### config.mk
export PLATFORM = sky130hd
export DESIGN_NAME = nibble_serial_add_ctrl
export DESIGN_NICKNAME = d
export VERILOG_FILES = /design/src/rtl/nsa_pkg.sv /design/src/rtl/nibble_serial_add_ctrl_adder.sv /design/src/rtl/nibble_serial_add_ctrl.sv
export SDC_FILE = /design/constraint.sdc
export NUM_CORES = 1
export LEC_CHECK = 0
export CAP_MARGIN = 20
export CORE_ASPECT_RATIO = 1.5
export CORE_MARGIN = 8
export CORE_UTILIZATION = 28
export CTS_CLUSTER_SIZE = 28
export DETAILED_ROUTE_END_ITERATION = 8
export PLACE_DENSITY_LB_ADDON = 0.1
export SYNTH_ARGS = -nofsm -noshare
export SYNTH_HDL_FRONTEND = slang
export SYNTH_SLANG_ARGS = --single-unit
### constraint.sdc
create_clock -name clk -period 2.3 [get_ports clk]
set_clock_uncertainty 0.1 [all_clocks]
set_input_delay 0.23 -clock clk [delete_from_list [all_inputs] [get_ports clk]]
set_output_delay 0.23 -clock clk [all_outputs]
set_load 0.01 [all_outputs]
### src/rtl/nsa_pkg.sv
// nsa_pkg: shared slice width and controller state type for nibble_serial_add_ctrl
package nsa_pkg;
    localparam int SLICE_W = 4;
    typedef enum logic [1:0] {IDLE, RUN, DONE} state_t;
endpackage

### src/rtl/nibble_serial_add_ctrl_adder.sv
// adder: 4-bit Kogge-Stone prefix adder
//   a, b  in  4   operands
//   cin   in  1   carry-in
//   sum   out 4   a + b + cin (low 4 bits)
//   cout  out 1   carry-out
module adder (
    input  logic [3:0] a,
    input  logic [3:0] b,
    input  logic       cin,
    output logic [3:0] sum,
    output logic       cout
);
    logic [4:0] g;
    logic [4:0] p;
    // cin is folded in as a generate at position 0, so g[i] ends up as the carry into bit i
    always_comb begin
        g = {a & b, cin};
        p = {a ^ b, 1'b0};
        for (int d = 1; d < 5; d = d * 2)
            for (int i = 4; i >= d; i--) begin
                g[i] = g[i] | (p[i] & g[i-d]);
                p[i] = p[i] & p[i-d];
            end
    end
    assign sum  = a ^ b ^ g[3:0];
    assign cout = g[4];
endmodule

### src/rtl/nibble_serial_add_ctrl.sv
// nibble_serial_add_ctrl: WIDTH-bit add through one 4-bit adder, one slice per cycle, LSB first
//   clk, rst (async, active-high)
//   in_valid/in_ready, in_a, in_b, in_cin   request handshake and operands
//   out_valid/out_ready, out_sum, out_cout  result handshake and result
//   busy                                    high in RUN or DONE
//   NSA_SUB_EN: adds op_sub input; op_sub=1 computes in_a - in_b - in_cin (out_cout=1 means no borrow)
module nibble_serial_add_ctrl
    import nsa_pkg::*;
#(
    parameter int WIDTH = 16
) (
    input  logic             clk,
    input  logic             rst,
    input  logic             in_valid,
    output logic             in_ready,
    input  logic [WIDTH-1:0] in_a,
    input  logic [WIDTH-1:0] in_b,
    input  logic             in_cin,
`ifdef NSA_SUB_EN
    input  logic             op_sub,
`endif
    output logic             out_valid,
    input  logic             out_ready,
    output logic [WIDTH-1:0] out_sum,
    output logic             out_cout,
    output logic             busy
);
    localparam int NSLICE = WIDTH / SLICE_W;
    localparam int IW = $clog2(NSLICE);

    state_t               state;
    state_t               state_d;
    logic [WIDTH-1:0]     a_reg;
    logic [WIDTH-1:0]     b_reg;
    logic [WIDTH-1:0]     result;
    logic [IW-1:0]        idx;
    logic                 carry;
    logic [SLICE_W-1:0]   s;
    logic                 co;
    logic                 accept;
    logic                 last;

    assign in_ready  = state == IDLE;
    assign out_valid = state == DONE;
    assign busy      = state != IDLE;
    assign accept    = in_valid && in_ready;
    assign last      = idx == IW'(NSLICE - 1);
    assign out_sum   = result;

    adder u_adder (
        .a    (a_reg[SLICE_W*idx +: SLICE_W]),
        .b    (b_reg[SLICE_W*idx +: SLICE_W]),
        .cin  (carry),
        .sum  (s),
        .cout (co)
    );

    always_ff @(posedge clk or posedge rst)
        if (rst) state <= IDLE;
        else     state <= state_d;

    always_comb begin
        state_d = state;
        case (state)
            IDLE:    state_d = accept ? RUN : IDLE;
            RUN:     state_d = last ? DONE : RUN;
            DONE:    state_d = out_ready ? IDLE : DONE;
            default: state_d = IDLE;
        endcase
    end

    always_ff @(posedge clk or posedge rst)
        if (rst) begin
            a_reg    <= '0;
            b_reg    <= '0;
            result   <= '0;
            idx      <= '0;
            carry    <= 1'b0;
            out_cout <= 1'b0;
        end else if (accept) begin
            a_reg  <= in_a;
`ifdef NSA_SUB_EN
            // a - b - cin == a + ~b + ~cin in two's complement
            b_reg  <= op_sub ? ~in_b : in_b;
            carry  <= in_cin ^ op_sub;
`else
            b_reg  <= in_b;
            carry  <= in_cin;
`endif
            idx    <= '0;
            result <= '0;
        end else if (state == RUN) begin
            result[SLICE_W*idx +: SLICE_W] <= s;
            carry <= co;
            idx   <= idx + 1'b1;
            if (last) out_cout <= co;
        end
endmodule

Word level (Yosys, flattened, before mapping)

Cells that the tools add are included.

Add/sub/neg operators: 2
Multiplexer cells: 11
Equal/unequal tests: 3
Reduce and logical (&&, ||, !) cells: 5
Bitwise operators: 24
Shifts and indexed selects: 4

Operator list:

| operator                                                                 | number |
|---|---|
| 4-bit negation with 34-bit output                                        | 1 |
| 4-bit by 34-bit variable shift with 16-bit output (first input constant) | 1 |
| 4-bit by 34-bit variable part select with 16-bit output                  | 1 |
| 16-bit 2-to-1 mux                                                        | 2 |
| 16-bit by 5-bit variable part select with 4-bit output                   | 2 |
| 16-bit bitwise mux                                                       | 1 |
| 1-bit bitwise AND                                                        | 12 |
| 2-bit 2-to-1 mux                                                         | 4 |
| 1-bit OR                                                                 | 8 |
| 4-bit XOR                                                                | 2 |
| 2-bit one-hot mux with 3 select lines                                    | 1 |
| 4-bit bitwise AND                                                        | 1 |
| 2-bit == test (second input constant)                                    | 2 |
| 2-bit nonzero test                                                       | 2 |
| 1-bit 2-to-1 mux                                                         | 3 |
| 3-bit AND reduction                                                      | 1 |
| 2-bit by 1-bit adder with 2-bit output (second input constant)           | 1 |
| 2-bit by 1-bit == test with 1-bit output (second input constant)         | 1 |
| 2-bit logical NOT                                                        | 1 |
| 1-bit logical AND                                                        | 1 |
| 1-bit inverter                                                           | 1 |

Register bits after elaboration: 54
Output and inout port bits: 20

Longest topological paths before layout

Depth after elaboration: 11
Gate-level depth with buffers: 9
Depth with buffers taken out: 8

Hierarchy

From an unflattened synthesis, not the netlist that was laid out.

Cell total of the unflattened synthesis: 243
Area, all modules: 2620.0 µm²

Modules (own cells, without submodules):

| module                 | cells each | instances | area each (µm²) |
|---|---|---|---|
| nibble_serial_add_ctrl | 227        | 1         | 2468.6 |
| adder                  | 16         | 1         | 151.4 |

Least setup slack after synthesis

OpenSTA, ideal clock, no wires.

Kind: register -> register
Start point: register idx[1]
End point: register out_cout
Arrival time: 2.244 ns
Cell stages (with the launch flop): 9
Setup slack: -0.173 ns
Setup time: 0.129 ns
Cell sequence: dfrtp_1 clkbuf_1 mux4_2 ha_1 a211oi_1 nor2_1 a21o_1 a21oi_1 o21ai_0

Word-level cells in the longest chain between the ends: 7
Elaborated cells between the ends (all ways): 17

Ends and longest elaborated chain:

| element                                                                   | line                                                                   | text |
|---|---|---|
| start: declaration                                                        | nibble_serial_add_ctrl.sv:36                                           | `logic [IW-1:0] idx;` |
| start signal: assignment                                                  | nibble_serial_add_ctrl.sv:95                                           | `idx <= idx + 1'b1;` |
| 16-bit by 5-bit variable part select with 4-bit output (on tied branches) | nibble_serial_add_ctrl.sv:51, nibble_serial_add_ctrl.sv:52             |  |
| 4-bit XOR / 4-bit bitwise AND (equally long branches)                     | nibble_serial_add_ctrl_adder.sv:18, nibble_serial_add_ctrl_adder.sv:17 |  |
| 1-bit bitwise AND                                                         | nibble_serial_add_ctrl_adder.sv:21                                     | `g[i] = g[i] \| (p[i] & g[i-d]);` |
| 1-bit OR                                                                  | nibble_serial_add_ctrl_adder.sv:21                                     |  |
| 1-bit bitwise AND                                                         | nibble_serial_add_ctrl_adder.sv:21                                     |  |
| 1-bit OR (2 in series)                                                    | nibble_serial_add_ctrl_adder.sv:21                                     |  |
| end signal: assignment                                                    | nibble_serial_add_ctrl.sv:96                                           | `if (last) out_cout <= co;` |
| end: declaration                                                          | nibble_serial_add_ctrl.sv:25                                           | `output logic out_cout,` |

Several ways; a longest one is shown, not always the timed one.
A chain may end at the register's enable or synchronous reset.

Worst setup path in the final report

Start point: register idx[0]
End point: register result[10] (netlist: out_sum[10])

Word-level cells in the longest chain between the ends: 11
Elaborated cells between the ends (all ways): 23

Ends and longest elaborated chain:

| element                                                                   | line                                                                   | text |
|---|---|---|
| 16-bit by 5-bit variable part select with 4-bit output (on tied branches) | nibble_serial_add_ctrl.sv:51, nibble_serial_add_ctrl.sv:52             |  |
| 4-bit XOR                                                                 | nibble_serial_add_ctrl_adder.sv:18, nibble_serial_add_ctrl_adder.sv:25 |  |
| 1-bit bitwise AND                                                         | nibble_serial_add_ctrl_adder.sv:21                                     |  |
| 1-bit OR                                                                  | nibble_serial_add_ctrl_adder.sv:21                                     |  |
| 1-bit bitwise AND                                                         | nibble_serial_add_ctrl_adder.sv:21                                     |  |
| 1-bit OR                                                                  | nibble_serial_add_ctrl_adder.sv:21                                     |  |
| 4-bit XOR                                                                 | nibble_serial_add_ctrl_adder.sv:25                                     | `assign sum = a ^ b ^ g[3:0];` |
| 4-bit by 34-bit variable part select with 16-bit output                   | nibble_serial_add_ctrl.sv:93                                           | `result[SLICE_W*idx +: SLICE_W] <= s;` |
| 16-bit bitwise mux (*)                                                    | nibble_serial_add_ctrl.sv:93                                           |  |
| 16-bit 2-to-1 mux (*)                                                     | nibble_serial_add_ctrl.sv:92                                           | `end else if (state == RUN) begin` |
| 16-bit 2-to-1 mux (*)                                                     | nibble_serial_add_ctrl.sv:80                                           | `end else if (accept) begin` |
| end signal: indexed assignment                                            | nibble_serial_add_ctrl.sv:93                                           |  |
| end: declaration                                                          | nibble_serial_add_ctrl.sv:35                                           | `logic [WIDTH-1:0] result;` |

Every way passes the cells marked *; elsewhere a longest branch is shown, timed or not. The select of a mux whose other input is x is not followed.

==> results.py <==
metrics = {
    "global_route": {
        "grt.total_usage": 0.1053,
        "grt_pass1_vias": 1889,
        "overflow": 0,
        "antenna_found_initial": 0,
        "grt_max_degree": 41,
        "grt_pass1_wl_um": 10430,
    },
    "worst_setup_path": {
        "cp-start-kind": "flop",
        "worst_ep_required_time_ns": 2.38,
        "path_cells": "buf_12, mux4_2, ha_4, nor2_1, nor2_2, xor2_1, buf_4, a22o_1",
        "arrival_ns": 2.34,
        "worst_setup_path_end_kind": "flop",
        "critPathKind": "reg -> reg",
        "r2r_cells": 8,
        "cp.depth": 8,
        "critical-path-slowest-cell": "mux4_2",
        "path_delay_family": "multiplexers",
        "crit_buf_inv": 2,
        "crit_path_max_fanout": 5,
        "slowest_delay_ns": 0.52,
    },
    "synthesis": {
        "syn_nets": 227,
        "ys_warn_count": 0,
        "yosysMostFrequentCell": "dfrtp_1",
        "synth_area_leaders": "dfrtp_1, mux2_4, mux4_2",
        "yosys-top-cells-count": "dfrtp_1, mux2_4, a22o_1",
        "seq_area_frac_synth": 0.5153,
        "synth-edff-count": 0,
        "synth_seq_cells": 54,
        "yosys.area.top_type_share": 0.5153,
        "synth_flop_cell": "dfrtp_1",
        "netlist_area_sq_um": 2623,
        "syn_area_per_cell_sq_um": 14.49,
        "netlist_instances": 181,
        "synth.largest_area_cell": "dfrtp_1",
        "synthArstFlopShare": 1.000,
        "synth_cell_types": 31,
    },
    "clock_tree": {
        "cts_tree": "built",
        "clk_path_buf_depth": 2,
        "cts_sinks": 54,
        "cts_max_level": 2,
        "clk_pin_slew_ns": 0.07,
        "numCtsBuffers": 5,
        "holdBufCountCts": 0,
        "cts-root-buf": "clkbuf_16",
        "clk_latency_ns": 0.29,
    },
    "floorplanning": {
        "core_sq_um": 9200,
        "start_util": 0.2851,
        "core.rowCount": 43,
        "die_width_um": 95.02,
        "die_h_um": 134.5,
        "ios": 57,
        "dieArea_sq_um": 12780,
    },
    "detailed_routing": {
        "drt-initial-drc-count": 49,
        "wl_um": 6277,
        "post_drt_wl_per_cell_um": 17.10,
        "drc": 0,
        "ant_nets": 0,
        "via_per_inst": 4.591,
        "drtPass1Iterations": 4,
        "dr_total_vias": 1685,
    },
    "power": {
        "power_density_nw_per_um2": 1759,
        "power_mw": 6.477,
        "p_leak_nw": 1.614,
        "max-vdd-ir-drop_v": 0.0008577,
    },
    "sta": {
        "tns_ns": 0,
        "tightest_slew_ns": 0.5506,
        "fmax_mhz": 442.9,
        "hold_violations": 0,
        "slew_violations": 0,
        "relSlewSlack": 0.6299,
        "fin_hold_ws_ns": 0.1379,
        "fin_crit_sh": 0.9817,
        "rsz0062_at_grt": "yes",
        "finalSetupViolCount": 0,
        "post-route-min-period_ns": 2.258,
    },
    "placement": {
        "gp_congestion": 0.7496,
        "hpwl_um": 4793,
        "port-buffer-count": 56,
        "dp.cells": 358,
        "dpl-instance-area_sq_um": 3425,
    },
    "run_status": {
        "status": "completed",
    },
    "layout": {
        "final_area_sq_um": 3682,
        "diodes": 0,
        "fin_cells": 367,
        "area_delta_synth_final_pct": 40.41,
        "fill_cells": 877,
        "fin_nets": 300,
        "drive_above_1_share": 0.3255,
    },
    "job": {
        "cap_violations": 0,
    },
    "min_path": {
        "min_path_type": "in -> async",
    },
}
logic make-up (layout without fill, tap and decap cells):
group,Yosys count,after routing,share of synthesized area
XOR/XNOR,3,3,0.01002
AND/OR/NAND/NOR,29,29,0.05821
adder cells (fa/ha/maj),9,9,0.04580
AO/OA/AOI/OAI,30,30,0.08636
multiplexers,40,40,0.2490
buffers and inverters,16,90,0.03530
flip-flops,54,54,0.5153
metal layers:
| layer | vias to the layer above | GRT usage | wire (um) | share of wire |
|---|---|---|---|---|
| met1 | 830 | 0.1285 | 2599 | 0.41 |
| li1 | 800 | - | - | - |
| met5 | - | 0 | 0 | 0 |
| met2 | 49 | 0.1788 | 3256 | 0.52 |
| met4 | 0 | 0.03139 | 73 | 0.012 |
| met3 | 6 | 0.02278 | 347 | 0.055 |
metrics by stage:
stage          utilization  setup WS [ns]
4_1_cts             0.3962       0.006696
3_3_place_gp        0.3722        -0.1103
3_5_place_dp        0.3722        -0.1292
5_1_grt             0.4002       -0.06534
6_report            0.4002        0.04206
2_1_floorplan            -        0.01437
timing repair:
action,CTS,global route
endpoints found under the setup margin,7,10
resized for setup,12,8
pin swaps,2,9
buffers inserted,0,1
power by group:
part           switching (mW)  internal, mW  total [mW]
Combinational            1.74          2.28        4.02
Sequential              0.319          1.40        1.72
Clock                   0.333         0.405       0.738
Total                    2.39          4.09        6.48
cell type report:
| cell class | count | area (sq um) | area share |
|---|---|---|---|
| clock buffer | 6 | 128.9 | 0.03500 |
| clock inverter | 2 | 13.76 | 0.003738 |
| inverter | 9 | 33.78 | 0.009174 |
| multi-input combinational | 111 | 1282 | 0.3483 |
| sequential | 54 | 1354 | 0.3677 |
| tap | 112 | 140.1 | 0.03806 |
| timing repair buffer | 73 | 729.5 | 0.1981 |
final timing paths:
check | start | slack, ns | to
max reg2reg | idx[0] | 0.04 | out_sum[10]
min | rst | 0.14 | state[1]
min reg2reg | out_cout | 0.39 | out_cout
min in group clk | out_cout | 0.39 | out_cout
max | idx[0] | 0.04 | out_sum[10]
max in group asynchronous | rst | 1.47 | idx[1]
placed cells by master (no fill, tap or decap), types with 2 or more instances in the layout:
master and instances:
clkdlybuf4s50_1 56, dfrtp_1 52, mux2_4 30, buf_4 13, a22o_1 12, nand2_1 8, mux4_2 8, nor2_1 7
inv_1 7, clkbuf_16 5, a21o_1 4, ha_4 4, ha_1 4, nand2b_1 3, o21ai_1 3, buf_12 3
mux2_1 2, nor2_2 2, a22oi_1 2, xor2_1 2, a22oi_2 2, inv_2 2, and3_1 2, dfrtp_2 2
(Power assumes the default switching activity.)
